==> src/rtl/tetris_pkg.sv <==
// -----------------------------------------------------------------------------
// tetris_pkg
// Shared board geometry, cell-id encoding, coordinate type and the
// row_checker state encoding. Imported by row_checker, board_scan_counter
// and the clear_row logic that consumes row_checker results.
// No ports (package).
// -----------------------------------------------------------------------------
package tetris_pkg;

  // Board geometry: x = 0..BOARD_W-1, y = 0 (top) .. BOARD_H-1 (bottom)
  localparam int BOARD_W   = 10;
  localparam int BOARD_H   = 20;
  // Rows 0..FAIL_ROWS-1 are the spawn zone
  localparam int FAIL_ROWS = 2;
  // Cell id width; id 0 marks an empty cell
  localparam int ID_W      = 3;
  localparam logic [ID_W-1:0] EMPTY_ID = 3'd0;
  // Coordinates are 5 bits, so the board is limited to 32x32
  localparam int COORD_W   = 5;

  typedef logic [COORD_W-1:0] coord_t;

  typedef enum logic [1:0] {
    RC_IDLE  = 2'd0,
    RC_SCAN  = 2'd1,
    RC_DRAIN = 2'd2,
    RC_DONE  = 2'd3
  } rc_state_t;

endpackage : tetris_pkg

==> src/rtl/board_scan_counter.sv <==
// -----------------------------------------------------------------------------
// board_scan_counter
// Walks the board bottom-up in raster order: x counts 0..WIDTH-1 and wraps,
// y decrements on each wrap and saturates at 0. Also used by clear_row's
// shift-down pass.
//
// Ports:
//   i_clk     in   system clock
//   i_rst     in   synchronous active-high reset (x=0, y=0)
//   i_clear   in   load the start position (0, HEIGHT-1); wins over i_enable
//   i_enable  in   advance one position
//   o_x       out  current column (registered)
//   o_y       out  current row (registered)
//   o_last    out  high while the position is (WIDTH-1, 0)
// -----------------------------------------------------------------------------
module board_scan_counter #(
  parameter int WIDTH  = tetris_pkg::BOARD_W,
  parameter int HEIGHT = tetris_pkg::BOARD_H
) (
  input  logic       i_clk,
  input  logic       i_rst,
  input  logic       i_clear,
  input  logic       i_enable,
  output logic [4:0] o_x,
  output logic [4:0] o_y,
  output logic       o_last
);
  import tetris_pkg::*;

  localparam coord_t X_LAST  = coord_t'(WIDTH - 1);
  localparam coord_t Y_START = coord_t'(HEIGHT - 1);

  coord_t r_x;
  coord_t r_y;

  // Position register: reset, load start, or advance in raster order
  always_ff @(posedge i_clk) begin
    if (i_rst) begin
      r_x <= 5'd0;
      r_y <= 5'd0;
    end else if (i_clear) begin
      r_x <= 5'd0;
      r_y <= Y_START;
    end else if (i_enable) begin
      if (r_x == X_LAST) begin
        r_x <= 5'd0;
        // y saturates at the top row instead of wrapping to 31
        if (r_y != 5'd0) begin
          r_y <= r_y - 5'd1;
        end else begin
          r_y <= r_y;
        end
      end else begin
        r_x <= r_x + 5'd1;
        r_y <= r_y;
      end
    end else begin
      r_x <= r_x;
      r_y <= r_y;
    end
  end

  assign o_x    = r_x;
  assign o_y    = r_y;
  assign o_last = (r_x == X_LAST) && (r_y == 5'd0);

endmodule : board_scan_counter

==> config.mk <==
export PLATFORM = sky130hd
export DESIGN_NAME = board_scan_counter
export DESIGN_NICKNAME = d
export VERILOG_FILES = /design/src/rtl/tetris_pkg.sv /design/src/rtl/board_scan_counter.sv
export SDC_FILE = /design/constraint.sdc
export NUM_CORES = 1
export LEC_CHECK = 0
export ABC_AREA = 1
export BUFFER_PORTS_ARGS = -buffer_cell sky130_fd_sc_hd__buf_2
export CORE_AREA = 4 4 41 43
export DETAILED_ROUTE_END_ITERATION = 8
export DIE_AREA = 0 0 45 47
export HOLD_SLACK_MARGIN = 0.08
export PLACE_DENSITY = 0.77
export SYNTH_ARGS = -nofsm -noshare
export SYNTH_HDL_FRONTEND = slang
export SYNTH_SLANG_ARGS = --single-unit
==> constraint.sdc <==
create_clock -name i_clk -period 1.1 [get_ports i_clk]
set_input_delay 0 -clock i_clk [delete_from_list [all_inputs] [get_ports i_clk]]
set_output_delay 0 -clock i_clk [all_outputs]
set_load 0.01 [all_outputs]
[Word-level counts from Yosys, hierarchy flattened]
Index checks and enable logic that the tools add are counted.
Word-level totals
  input bits: 4
  output and inout bits: 11
  flip-flop bits (word level): 10
  logic and storage cells: 20
Operators by class
  reductions and logical operators: 9
  add/sub/neg operators: 2
  mux-type cells: 5
  equality and inequality tests: 1
Operators with widths (number)
  2-to-1 mux 5 bit: 5
  AND reduction 3 bit: 2
  nonzero test 2 bit: 3
  adder 5 x 1 -> 5 bit, second input constant: 1
  equality test 5 x 4 -> 1 bit, second input constant: 1
  zero test 5 bit: 1
  nonzero test 5 bit: 1
  subtractor 5 x 1 -> 5 bit, second input constant: 1
  OR reduction 2 bit: 1
  logical AND 1 bit: 1

[Depth between registers and ports, before layout]
Gate-level depths: netlist (run 1).
  word-level depth: 5
  mapped depth: 10
  gate-level depth less buffers: 10

[Least setup slack after synthesis (run 1)]
OpenSTA, ideal clock, no wires.
  kind: register to register
  start: register r_x[1] (netlist: o_x[1])
  end: register r_y[0] (netlist: o_y[0])
  path buffers: 0
  cell stages (with the launch flop): 11
  path slack: -0.121 ns
  arrival time: 1.112 ns
  required time: 0.991 ns
  clock period less this slack: 1.221 ns
  library setup time: 0.109 ns
  cells stage by stage: dfxtp_1 inv_1 ha_1 nand2_2 inv_1 nand2_2 nor2_2 nand3_1 nand3_1 nand2_1 inv_1
On the way
  word-level cells in the longest chain between the ends: 3
Ends and longest elaborated chain
  from (decl): line board_scan_counter.sv:33  | coord_t r_x;
  from (signal assigned): line board_scan_counter.sv:54  | r_x <= r_x + 5'd1;
  from (signal assigned): line board_scan_counter.sv:58  | r_x <= r_x;
  equality test 5 x 4 -> 1 bit: line board_scan_counter.sv:45  | if (r_x == X_LAST) begin
  nonzero test 2 bit (no source line)
  AND reduction 3 bit (no source line)
  to (signal assigned): line board_scan_counter.sv:49  | r_y <= r_y - 5'd1;
  to (signal assigned): line board_scan_counter.sv:51  | r_y <= r_y;
  to (signal assigned): line board_scan_counter.sv:55  | r_y <= r_y;
  to (decl): line board_scan_counter.sv:34  | coord_t r_y;
No other way between the ends.
A chain may end at the register's enable or synchronous reset.

[Worst setup path in the final report (run 1)]
  start: register r_y[0] (netlist: o_y[0])
  end: output o_last
On the way
  word-level cells in the longest chain between the ends: 2
Ends and longest elaborated chain
  zero test 5 bit: line board_scan_counter.sv:65  | assign o_last = (r_x == X_LAST) && (r_y == 5'd0);
  logical AND 1 bit: line board_scan_counter.sv:65
  to (decl): line board_scan_counter.sv:26  | output logic o_last
No other way between the ends.

==> impl_metrics.yaml, run 1 <==
status:
  status: "finished with violations"
  violations: "setup timing"
grt:
  gr-total-overflow: 0
  antenna_found_initial: 0
  grt.met3_usage_pct: 3.45
  met1_usage_pct: 17.4
  track_usage_pct: 16.0
  grt_pass1_wl_um: 2360
  grt_max_degree: 8
  grt_pass1_vias: 562
  met2_usage_pct: 28.0
  busiest_layer: "met2"
run:
  cap_violations: 0
clock_network:
  cts_tree: "done"
  clockBufferDepth: 2
  cts_num_sinks: 10
  clock_latency_ns: 0.26
  cts_buffers: 3
  htreeDepth: 1
  clk_pin_slew_ns: 0.07
  root_buffer: "clkbuf_4"
floorplanning:
  die_w_um: 45
  dieArea_sq_um: 2120
  ios: 15
  core_region_area_sq_um: 1300
  die_h_um: 47
  rows: 13
  start_util_pct: 42.8
worst_setup_path:
  criticalPathCategory: "reg2out"
  crit_required_ns: 1.10
  cp_max_fo: 4
  arrival_ns: 1.24
  crit_top_cell: "buf_6"
  cpPeakStageDelay_ns: 0.33
  startpoint_type: "flip-flop"
  worst-path-buf-inv: 3
  slowest_stage: "dfxtp_2"
  worstPathCellList: "inv_2 -> ha_4 -> nand3_4 -> buf_6 -> nor2_4 -> buf_6"
  path_delay_family: "flip-flops"
  cp-end-kind: "primary output"
logic_synthesis:
  syn_nets: 86
  mappedNetlistArea_sq_um: 557
  ys_warn_count: 0
  ys_ff_latch: 10
  seq_area_frac_synth_pct: 36.0
  synth_cells: 79
  syn_area_per_cell_sq_um: 7.05
  synthDistinctLibCells: 18
route:
  wl_um: 1660
  first_pass_iters: 4
  drt_iter0_drc: 12
  avgRoutedWirePerCell_um: 12.9
  avgViaCountPerCell: 4.94
  drc: 0
  vias: 637
  ant_nets: 0
sta:
  holdWs_ns: 0.134
  post-route-min-period_ns: 1.24
  period_share_pct: 113
  relSlewSlack_pct: 80.3
  worst_slack_ns: -0.138
  grt_setup_unrepaired: "true"
  skew_ns: 0.00116
  max_freq_ghz: 0.808
  setup_viol: 9
  tightest_slew_ns: 0.294
  hold_viol: 0
  finalMaxSlewViolations: 0
power:
  power_density_nw_per_um2: 855
  p_leak_nw: 0.451
  peakVddDrop_mv: 0.630
cells_and_area:
  final_cell_mix: "13 x buf_2, 13 x buf_4, 11 x nand2_1"
  finish.utilization_pct: 73.1
  drive_gt1_share_pct: 59.6
  area_growth_pct: 70.8
  nNetsFinal: 122
  n_antenna_cell: 0
placed_design:
  pre_cts_slack_ns: -0.0810
  io_buffers: 14
  gp_congestion: 0.861
  dp_hpwl_um: 1090
hold_path:
  hold_path.class: "in2reg"
## state kept, by name (all words and copies together), names as in the netlist
signal and count:
o_x 5, o_y 5
## layer usage
metal  share of wire, %  up-vias  routed length, um
li1                   -      316                  -
met1                 41      296                674
met2                 52       19                870
met3                4.1        6                 68
met4                2.7        0                 45
met5                  0        -                  0
## layout make-up
| class | count | area [sq um] |
|---|---|---|
| flip-flops and latches | 10 | 210 |
| well taps | 15 | 18.8 |
| clock inverters | 1 | 3.75 |
| multi-input cells | 54 | 420 |
| clock buffers | 3 | 22.5 |
| fillers | 87 | 350 |
| inverters | 15 | 58.8 |
| repair buffers | 31 | 216 |
## per-stage QoR
stage	power, mW	instance area [sq um]	instances	setup TNS, ns
after floorplan	0.451	589	79	-0.0297
after detailed placement	0.508	761	119	-0.304
after global routing	0.856	951	129	-1.30
final	0.813	951	129	-0.792
after global placement	0.503	761	119	-0.0662
after CTS	0.799	880	128	-0.486
## synth_stat cells
library cell,count,area (sq um)
nand2_1,17,63.8
inv_1,13,48.8
nor2_1,11,41.3
dfxtp_1,10,200
a21oi_1,5,25.0
nand3_1,4,20.0
ha_1,3,37.5
inv_2,2,7.51
nand2_2,2,12.5
nand3_2,2,20.0
xnor2_1,2,17.5
xor2_1,2,17.5
a22oi_1,1,7.51
nor2_2,1,6.26
nor2_4,1,11.3
nor3_1,1,5.00
nor3_2,1,10.0
o21ai_0,1,5.00
## final timing paths
check	from	end	slack (ns)	cells past startpoint
min reg2reg	o_y[4]$_SDFFE_PP0P_	o_y[4]$_SDFFE_PP0P_	0.50	2
max reg2reg	o_x[1]$_SDFFE_PP0P_	o_y[1]$_SDFFE_PP0P_	-0.13	10
min	i_enable	o_x[0]$_SDFFE_PP0P_	0.13	3
max	o_y[0]$_SDFFE_PP0P_	o_last	-0.14	6
## power by group
part           total [mW]  internal (mW)  switching, mW
registers           0.380          0.370         0.0102
clock network       0.264          0.131          0.133
logic               0.169         0.0813         0.0880
## tightest hold or removal path, cell delays in order
cell     delay, ns
buf_2         0.20
a21oi_2       0.08
nor2_1        0.07
## timing repair
item | CTS | global route
setup endpoints to repair | 6 | 11
setup buffers | 3 | 1
hold endpoints to repair | 6 | 0
resized for setup | 12 | 16
hold buffers | 2 | 0
pin swaps | 2 | 8
## cells by family (layout without fill, tap and decap cells)
logic type	after synthesis	in the layout	share of synthesized area, %
adders and majority gates	3	3	6.74
xor gates and xnor gates	4	4	6.29
buffers and inverters	15	50	10.1
DFF	10	10	36.0
AOI/OAI and AO/OA	7	7	6.74
and+or+nand+nor	40	40	34.2
Note: power is estimated with default switching activity, not from simulation.
==> inputs of run 2 (changes only) <==
--- a/config.mk
+++ b/config.mk
@@ -6,12 +6,13 @@
 export NUM_CORES = 1
 export LEC_CHECK = 0
 export ABC_AREA = 1
-export BUFFER_PORTS_ARGS = -buffer_cell sky130_fd_sc_hd__buf_2
 export CORE_AREA = 4 4 41 43
 export DETAILED_ROUTE_END_ITERATION = 8
 export DIE_AREA = 0 0 45 47
+export DONT_BUFFER_PORTS = 1
 export HOLD_SLACK_MARGIN = 0.08
-export PLACE_DENSITY = 0.77
+export PLACE_DENSITY = 0.67
+export RECOVER_POWER = 100
 export SYNTH_ARGS = -nofsm -noshare
 export SYNTH_HDL_FRONTEND = slang
 export SYNTH_SLANG_ARGS = --single-unit
==> run 2 against run 1 <==
The run still ends with setup timing left. Utilization fell by 1.3 points. Clock skew grew 0.0098 ns. Register-to-register slack about the same. Clock power rose by 3%. Power shrank 1.7%. Critical path type unchanged. Highest routed layer unchanged.
==> impl_metrics.yaml, run 2 (same netlist as run 1, synthesis figures left out) <==
route:
  drc: 0
  avgRoutedWirePerCell_um: 12.3
  first_pass_iters: 4
  wl_um: 1550
  avgViaCountPerCell: 4.84
  ant_nets: 0
  vias: 610
  drt_iter0_drc: 9
sta:
  post-route-min-period_ns: 1.23
  skew_ns: 0.0109
  setup_viol: 11
  relSlewSlack_pct: 74.9
  hold_viol: 0
  max_freq_ghz: 0.815
  finalMaxSlewViolations: 0
  grt_setup_unrepaired: "true"
  tightest_slew_ns: 0.376
  period_share_pct: 112
  worst_slack_ns: -0.127
placed_design:
  dp_hpwl_um: 1080
  placed_cell_area_sq_um: 751
  io_buffers: 0
  gp_congestion: 0.810
worst_setup_path:
  cp-end-kind: "primary output"
  rrSetupSlack_ns: -0.12
  crit_required_ns: 1.10
  startpoint_type: "flip-flop"
  arrival_ns: 1.23
  cp_max_fo: 4
  criticalPathCategory: "reg2out"
floorplanning:
  core_region_area_sq_um: 1300
  start_util_pct: 42.8
  die_h_um: 47
  rows: 13
  ios: 15
  dieArea_sq_um: 2120
  die_w_um: 45
grt:
  grt_pass1_wl_um: 2580
  gr-total-overflow: 0
  grt_pass1_vias: 606
  track_usage_pct: 17.3
  antenna_found_initial: 0
  grt_max_degree: 8
cells_and_area:
  drive_gt1_share_pct: 51.4
  stdcell_area_sq_um: 933
  final_cell_mix: "19 x buf_4, 12 x nand2_1, 9 x inv_1"
  area_growth_pct: 67.6
  n_antenna_cell: 0
  nNetsFinal: 119
  finish.utilization_pct: 71.7
  final_common_cell: "buf_4"
status:
  status: "finished with violations"
  violations: "setup timing"
power:
  peakVddDrop_mv: 0.727
  p_leak_nw: 0.421
  power_density_nw_per_um2: 857
clock_network:
  cts_buffers: 3
  cts_tree: "done"
  cts_num_sinks: 10
  htreeDepth: 1
  clock_latency_ns: 0.27
  clk_pin_slew_ns: 0.07
  root_buffer: "clkbuf_4"
  clockBufferDepth: 2
run:
  cap_violations: 0
hold_path:
  hold_path.class: "in2reg"
-- run 2: cell count changes in the layout (fill, tap and decap cells not counted), moves of 2 or more --
cell	change
buf_2	-13
buf_4	+6
clkbuf_1	+4
nand2_2	-2
nand3_1	+2
nand3_2	-2
-- run 2: worst paths after layout --
kind / start / end / cells past startpoint
worst max-delay path: o_x[1]$_SDFFE_PP0P_ / o_last / 7
worst min-delay path: i_rst / o_y[4]$_SDFFE_PP0P_ / 2
worst max register to register: o_x[1]$_SDFFE_PP0P_ / o_x[0]$_SDFFE_PP0P_ / 9
worst min register to register: o_x[2]$_SDFFE_PP0P_ / o_x[2]$_SDFFE_PP0P_ / 2
-- run 2: power breakdown --
| part | switching (mW) | total (mW) | internal, mW |
|---|---|---|---|
| registers | 0.00845 | 0.378 | 0.370 |
| clock network | 0.133 | 0.273 | 0.140 |
| logic | 0.0806 | 0.148 | 0.0678 |
-- run 2: metal layers --
metal / vias to the layer above / wire length (um) / track usage (%)
li1: 310 / - / -
met1: 278 / 627 / 19.2
met2: 18 / 805 / 29.7
met3: 4 / 94 / 3.45
met4: 0 / 26 / 12.3
met5: - / 0 / 0
-- run 2: metrics by stage --
step / instances / setup TNS [ns] / setup WS [ns] / hold slack (ns) / power [mW]
final: 126 / -0.998 / -0.127 / 0.401 / 0.800
after CTS: 125 / -0.646 / -0.126 / 0.390 / 0.808
after detailed placement: 113 / -0.221 / -0.0653 / 0.0722 / 0.496
after floorplan: 79 / -0.0297 / -0.0149 / 0.0691 / 0.451
after global routing: 126 / -1.74 / -0.193 / 0.437 / 0.851
after global placement: 113 / -0.0879 / -0.0505 / 0.0729 / 0.492
-- run 2: area by class of cell --
type                    instances  area (sq um)
fillers                        93           368
inverters                      15          58.8
well taps                      15          18.8
multi-input cells              54           403
flip-flops and latches         10           209
repair buffers                 28           218
clock buffers                   4          26.3
-- run 2: critical path, cell delays in order (launching register included) --
cell	delay [ns]
dfxtp_4	0.36
inv_4	0.06
ha_4	0.13
nand2_4	0.06
inv_2	0.07
nand2_4	0.06
buf_6	0.12
nor2_4	0.09
-- run 2: what timing repair did --
item | in CTS | in global routing
hold buffers | 3 | 0
resized for setup | 18 | 7
pin swaps | 7 | 1
setup endpoints to repair | 9 | 11
hold endpoints to repair | 10 | 0
setup buffers | 5 | 1
